`config.mk`:
```
export PLATFORM = sky130hd
export DESIGN_NAME = frog_game_ctrl
export DESIGN_NICKNAME = d
export VERILOG_FILES = /design/src/rtl/frog_game_ctrl.sv
export SDC_FILE = /design/constraint.sdc
export NUM_CORES = 1
export LEC_CHECK = 0
export BUFFER_PORTS_ARGS = -buffer_cell sky130_fd_sc_hd__buf_2
export CAP_MARGIN = 15
export CORE_MARGIN = 5
export CORE_UTILIZATION = 35
export CTS_BUF_LIST = sky130_fd_sc_hd__clkbuf_4
export DETAILED_ROUTE_END_ITERATION = 8
export PLACE_DENSITY_LB_ADDON = 0.05
export SYNTH_ARGS = -nofsm -noshare
export SYNTH_HDL_FRONTEND = slang
export SYNTH_SLANG_ARGS = --single-unit
```
`constraint.sdc`:
```
create_clock -name frame_clk -period 8.5 [get_ports frame_clk]
set_clock_uncertainty 0.1 [all_clocks]
set_input_delay 2.55 -clock frame_clk [delete_from_list [all_inputs] [get_ports frame_clk]]
set_output_delay 2.55 -clock frame_clk [all_outputs]
set_load 0.005 [all_outputs]
```
`src/rtl/frog_game_ctrl.sv`:
```
// Frogger game-flow controller: lives, score, level, per-life countdown timer
// and the dead/win hold windows that gate the frog's movement logic.
module frog_game_ctrl #(
    parameter int FRAMES_PER_SEC = 60,
    parameter int TIME_LIMIT     = 30,
    parameter int HOLD_FRAMES    = 4,
    parameter int START_LIVES    = 3
) (
    input  logic        frame_clk,
    input  logic        Reset,
    input  logic        start,
    input  logic [10:0] FrogY,
    input  logic [3:0]  Car_Collision,
    input  logic [3:0]  LPad_Collision,
    output logic        active,
    output logic        dead,
    output logic        win,
    output logic [1:0]  lives,
    output logic [9:0]  score,
    output logic [3:0]  level,
    output logic [5:0]  time_left,
    output logic        game_over
);

    localparam int FCW = $clog2(FRAMES_PER_SEC + 1);
    localparam int HCW = $clog2(HOLD_FRAMES + 1);
    localparam logic [FCW-1:0] FRAME_LAST = FCW'(FRAMES_PER_SEC - 1);
    localparam logic [HCW-1:0] HOLD_LAST  = HCW'(HOLD_FRAMES - 1);
    localparam logic [5:0]     TIME_INIT  = 6'(TIME_LIMIT);
    localparam logic [1:0]     LIVES_INIT = 2'(START_LIVES);
    localparam logic [10:0]    ROW_START  = 11'd440;
    localparam logic [10:0]    RIVER_TOP  = 11'd80;
    localparam logic [10:0]    RIVER_BOT  = 11'd200;
    localparam logic [9:0]     SCORE_MAX  = 10'd999;

    typedef enum logic [2:0] {
        S_IDLE, S_PLAY, S_DYING, S_WIN_HOLD, S_GAME_OVER
    } state_e;

    state_e         state_q, state_d;
    logic           start_q;
    logic [1:0]     lives_q, lives_d;
    logic [9:0]     score_q, score_d;
    logic [3:0]     level_q, level_d;
    logic [5:0]     time_q, time_d;
    logic [FCW-1:0] frame_q, frame_d;
    logic [HCW-1:0] hold_q, hold_d;
    logic [10:0]    row_q, row_d;
    logic           start_rise;
    logic           hazard;

    function automatic logic [9:0] sat_score(input logic [9:0] s, input logic [6:0] inc);
        logic [10:0] sum;
        sum = {1'b0, s} + {4'b0, inc};
        return (sum > {1'b0, SCORE_MAX}) ? SCORE_MAX : sum[9:0];
    endfunction

    always_ff @(posedge frame_clk) begin
        if (Reset) begin
            state_q <= S_IDLE;
            start_q <= 1'b0;
            lives_q <= LIVES_INIT;
            score_q <= '0;
            level_q <= 4'd1;
            time_q  <= TIME_INIT;
            frame_q <= '0;
            hold_q  <= '0;
            row_q   <= ROW_START;
        end else begin
            state_q <= state_d;
            start_q <= start;
            lives_q <= lives_d;
            score_q <= score_d;
            level_q <= level_d;
            time_q  <= time_d;
            frame_q <= frame_d;
            hold_q  <= hold_d;
            row_q   <= row_d;
        end
    end

    always_comb begin
        state_d    = state_q;
        lives_d    = lives_q;
        score_d    = score_q;
        level_d    = level_q;
        time_d     = time_q;
        frame_d    = frame_q;
        hold_d     = hold_q;
        row_d      = row_q;
        start_rise = start & ~start_q;
        // Standing in the river band without a lily pad underneath drowns the frog.
        hazard     = (|Car_Collision)
                   || ((FrogY >= RIVER_TOP) && (FrogY <= RIVER_BOT) && (LPad_Collision == 4'd0))
                   || (time_q == 6'd0);

        unique case (state_q)
            S_IDLE, S_GAME_OVER: begin
                if (start_rise) begin
                    lives_d = LIVES_INIT;
                    score_d = '0;
                    level_d = 4'd1;
                    time_d  = TIME_INIT;
                    frame_d = '0;
                    row_d   = ROW_START;
                    state_d = S_PLAY;
                end
            end
            S_PLAY: begin
                if (hazard) begin
                    lives_d = (lives_q != 2'd0) ? lives_q - 2'd1 : 2'd0;
                    hold_d  = '0;
                    state_d = S_DYING;
                end else if (FrogY == 11'd0) begin
                    score_d = sat_score(score_q, 7'd10 + {1'b0, time_q});
                    level_d = (level_q == 4'd15) ? 4'd15 : level_q + 4'd1;
                    hold_d  = '0;
                    state_d = S_WIN_HOLD;
                end else begin
                    if (frame_q == FRAME_LAST) begin
                        frame_d = '0;
                        time_d  = (time_q != 6'd0) ? time_q - 6'd1 : 6'd0;
                    end else begin
                        frame_d = frame_q + 1'b1;
                    end
                    // Points only for reaching a row closer to the goal than ever before this life.
                    if (FrogY < row_q) begin
                        score_d = sat_score(score_q, 7'd1);
                        row_d   = FrogY;
                    end
                end
            end
            S_DYING, S_WIN_HOLD: begin
                if (hold_q == HOLD_LAST) begin
                    if ((state_q == S_DYING) && (lives_q == 2'd0)) begin
                        state_d = S_GAME_OVER;
                    end else begin
                        time_d  = TIME_INIT;
                        frame_d = '0;
                        row_d   = ROW_START;
                        state_d = S_PLAY;
                    end
                end else begin
                    hold_d = hold_q + 1'b1;
                end
            end
            default: state_d = S_IDLE;
        endcase
    end

    assign active    = (state_q == S_PLAY) || (state_q == S_DYING) || (state_q == S_WIN_HOLD);
    assign dead      = (state_q == S_DYING);
    assign win       = (state_q == S_WIN_HOLD);
    assign game_over = (state_q == S_GAME_OVER);
    assign lives     = lives_q;
    assign score     = score_q;
    assign level     = level_q;
    assign time_left = time_q;

endmodule

```
==> impl_metrics.tcl <==
set metrics [dict create \
    numCtsBuffers 5 \
    ir_worst_vdd_uv 77.9 \
    ys_seq_area_frac 0.278 \
    worstSetupPathType "in2reg" \
    clock_latency_ns 0.36 \
    coreArea_mm2 0.00924 \
    post-route-drc-count 0 \
    wl_per_cell_um 14.9 \
    start_util 0.358 \
    root_buffer "clkbuf_4" \
    crit_path_start "FrogY[2]" \
    tightest_slew_ns 0.972 \
    max_stage_delay_ns 0.81 \
    clkTransAtPathRegs_ns 0.15 \
    antenna_found_initial 0 \
    worst_path_max_delay_cell "a21oi_1" \
    syn_avg_cell_area_um2 8.07 \
    drive_above_1_share 0.160 \
    place_inst 572 \
    top_layer "met4" \
    ys_ff_latch 46 \
    r2r_setup_slack_ns 5.08 \
    r2r_cells 13 \
    grt_overflow 0 \
    worst_setup_path_end_kind "flip-flop" \
    numPortBuffers 47 \
    die-width_um 107 \
    die-area_mm2 0.0115 \
    track_usage 0.151 \
    status "complete, no violations" \
    ys_warn_count 0 \
    die_h_um 107 \
    final_nets 503 \
    row_count 35 \
    routed-via-count 3110 \
    gp_congestion 0.775 \
    drv_cap 0 \
    grt_pass1_wl_um 14300 \
    max_slew_margin 0.352 \
    antenna_left 0 \
    setup_viol 0 \
    dr.first_iter.drc_count 120 \
    max_clock_freq_mhz 215 \
    cts_setup_buffers 0 \
    worstPathCellList "buf_2, ha_1, nand2_1, o21ai_0, nand4_1, a41oi_1, nand2_1, a21oi_1, a22o_1" \
    dr_wl_met3_um 369 \
    fin_crit_sh 0.548 \
    cts.path.max_buffers 2 \
    wl_met2_um 3850 \
    synth_cell_types 68 \
    synthCells 410 \
    crit_top_cell "nand2_1" \
    grt_max_degree 31 \
    tritoncts "built" \
    cp-start-kind "input pin" \
    hp-class "reg2reg" \
    ioPinCount 48 \
    htreeDepth 2 \
    p_per_area_mw_per_mm2 183 \
    syn2layout_area_growth_pct 13.0 \
    fin_cells 580 \
    n_antenna_cell 0 \
    drt_first_pass_iters 4 \
    synth_edf_count 0 \
    rsz0062_at_grt "false" \
    r2r_end "score[0]$_SDFFE_PP0P_" \
    wl_met1_um 4340 \
    arrival_ns 4.88 \
    worstPathRequired_ns 8.72 \
    post_cts_resized 0 \
    cts_num_sinks 46 \
    crit-reg2reg-launch "score[1]$_SDFFE_PP0P_" \
    viasPerCell 5.36 \
    grt_pass1_vias 2923 \
    leakagePower_nw 1.52 \
    dp_hpwl_um 6510 \
    worst-path-max-fanout 11 \
    hold_violations 0 \
    synth_fp_nets 463 \
    maxSlewViolCount 0 \
    setup_tns_ns 0 \
    ys.flop_type "dfxtp_1" \
    finalWirelength_um 8620 \
    synth-async-reset-ratio 0 \
    cp-endpoint "row_q[2]$_SDFFE_PP0P_" \
    synth_area_mm2 0.00331 \
    postCtsHoldBufs 0 \
    period_minus_slack_ns 4.66 \
]
-- kinds of logic (layout without fill, tap and decap cells) --
| logic type | count (synthesis) | in the layout | synth area share |
|---|---|---|---|
| compound gates | 113 | 113 | 0.251 |
| xor+xnor | 12 | 12 | 0.0317 |
| fa+ha+maj | 31 | 31 | 0.119 |
| buf+inv | 45 | 86 | 0.0571 |
| flops | 46 | 46 | 0.278 |
| mux | 1 | 1 | 0.00302 |
| simple gates | 162 | 162 | 0.259 |
-- power breakdown --
part           total, mW  switching (mW)  leakage (nW)  internal (mW)
Combinational      0.249           0.155          1.09         0.0941
Sequential         0.268          0.0323         0.373          0.235
Clock              0.167          0.0760        0.0528         0.0907
Total              0.684           0.264          1.52          0.420
-- Yosys cell counts, types with 6 or more instances --
cell type	number	share of area
dfxtp_1	46	0.28
nor2_1	38	0.043
nand2_1	33	0.037
ha_1	30	0.11
inv_1	30	0.034
a21oi_1	23	0.035
o21ai_0	17	0.026
nand3_1	16	0.024
nor3_1	14	0.021
nand4_1	8	0.015
buf_2	7	0.011
nand2b_1	7	0.013
or3_1	7	0.013
xor2_1	7	0.019
a211oi_1	6	0.014
a22o_1	6	0.016
a311oi_1	6	0.016
clkbuf_1	6	0.0068
nand4b_1	6	0.016
nor4_1	6	0.011
-- critical path, delay by kind of cell --
kind | cells | cell delay [ns]
adders and majority gates | 1 | 0.30
AOI/OAI and AO/OA | 4 | 1.64
buffers and inverters | 1 | 0.13
and+or+nand+nor | 3 | 0.27
-- metrics by stage --
step	power, mW	utilization	setup slack (ns)	cell area, um2	hold slack, ns
after CTS	0.694	0.405	3.82	3740	0.367
after global routing	0.733	0.405	3.67	3740	0.386
after floorplan	0.456	-	4.10	3310	0.332
after detailed placement	0.525	0.394	3.41	3640	0.347
after global placement	0.523	0.394	3.42	3640	0.345
final	0.684	0.405	3.84	3740	0.363
-- flip-flops by register name, summed over array words and instances, names as in the netlist --
| register | cells |
|---|---|
| row_q | 11 |
| score | 10 |
| frame_q | 6 |
| time_left | 6 |
| level | 4 |
| hold_q | 3 |
| state_q | 3 |
| lives | 2 |
| start_q | 1 |
-- per-layer routing --
metal,vias to the layer above,GRT usage
li1,1583,-
met1,1471,0.204
met2,47,0.251
met3,9,0.0288
met4,0,0.0292
met5,-,0
-- area by class of cell --
class,count,area (um2)
fill,980,5500
multi-input combinational,319,2200
sequential,46,921
timing repair buffer,48,243
tap,129,161
inverter,30,113
clock inverter,3,63.8
clock buffer,5,37.5
-- cells in the final DEF (no fill, tap or decap), types with 3 or more instances in the layout --
cell type	instances
nand4b_1	6
or3_1	7
nor3_1	14
and2_1	4
xnor2_1	5
o21ai_1	3
nor4_1	6
a31oi_1	4
a21oi_1	23
dfxtp_1	46
o21a_1	5
o21ai_0	17
a21o_1	5
buf_2	47
nor2b_1	4
a2bb2oi_1	5
a211oi_1	6
o211a_1	4
a311oi_1	6
nand2b_1	7
nor2_1	38
a22o_1	6
nand4_1	8
inv_1	30
nor3b_1	3
clkbuf_4	5
nand2_1	33
ha_1	30
nand3_1	16
and3_1	4
xor2_1	7
-- worst min path at each step --
stage,startpoint,to,depth (start not counted)
2_1_floorplan,hold_q[2]$_SDFFE_PP0P_,hold_q[2]$_SDFFE_PP0P_,2
3_3_place_gp,hold_q[2]$_SDFFE_PP0P_,hold_q[2]$_SDFFE_PP0P_,2
3_5_place_dp,hold_q[2]$_SDFFE_PP0P_,hold_q[2]$_SDFFE_PP0P_,2
4_1_cts,hold_q[2]$_SDFFE_PP0P_,hold_q[2]$_SDFFE_PP0P_,2
5_1_grt,hold_q[2]$_SDFFE_PP0P_,hold_q[2]$_SDFFE_PP0P_,2
6_report,hold_q[2]$_SDFFE_PP0P_,hold_q[2]$_SDFFE_PP0P_,2
No activity file was read; power rests on OpenSTA's default activity.
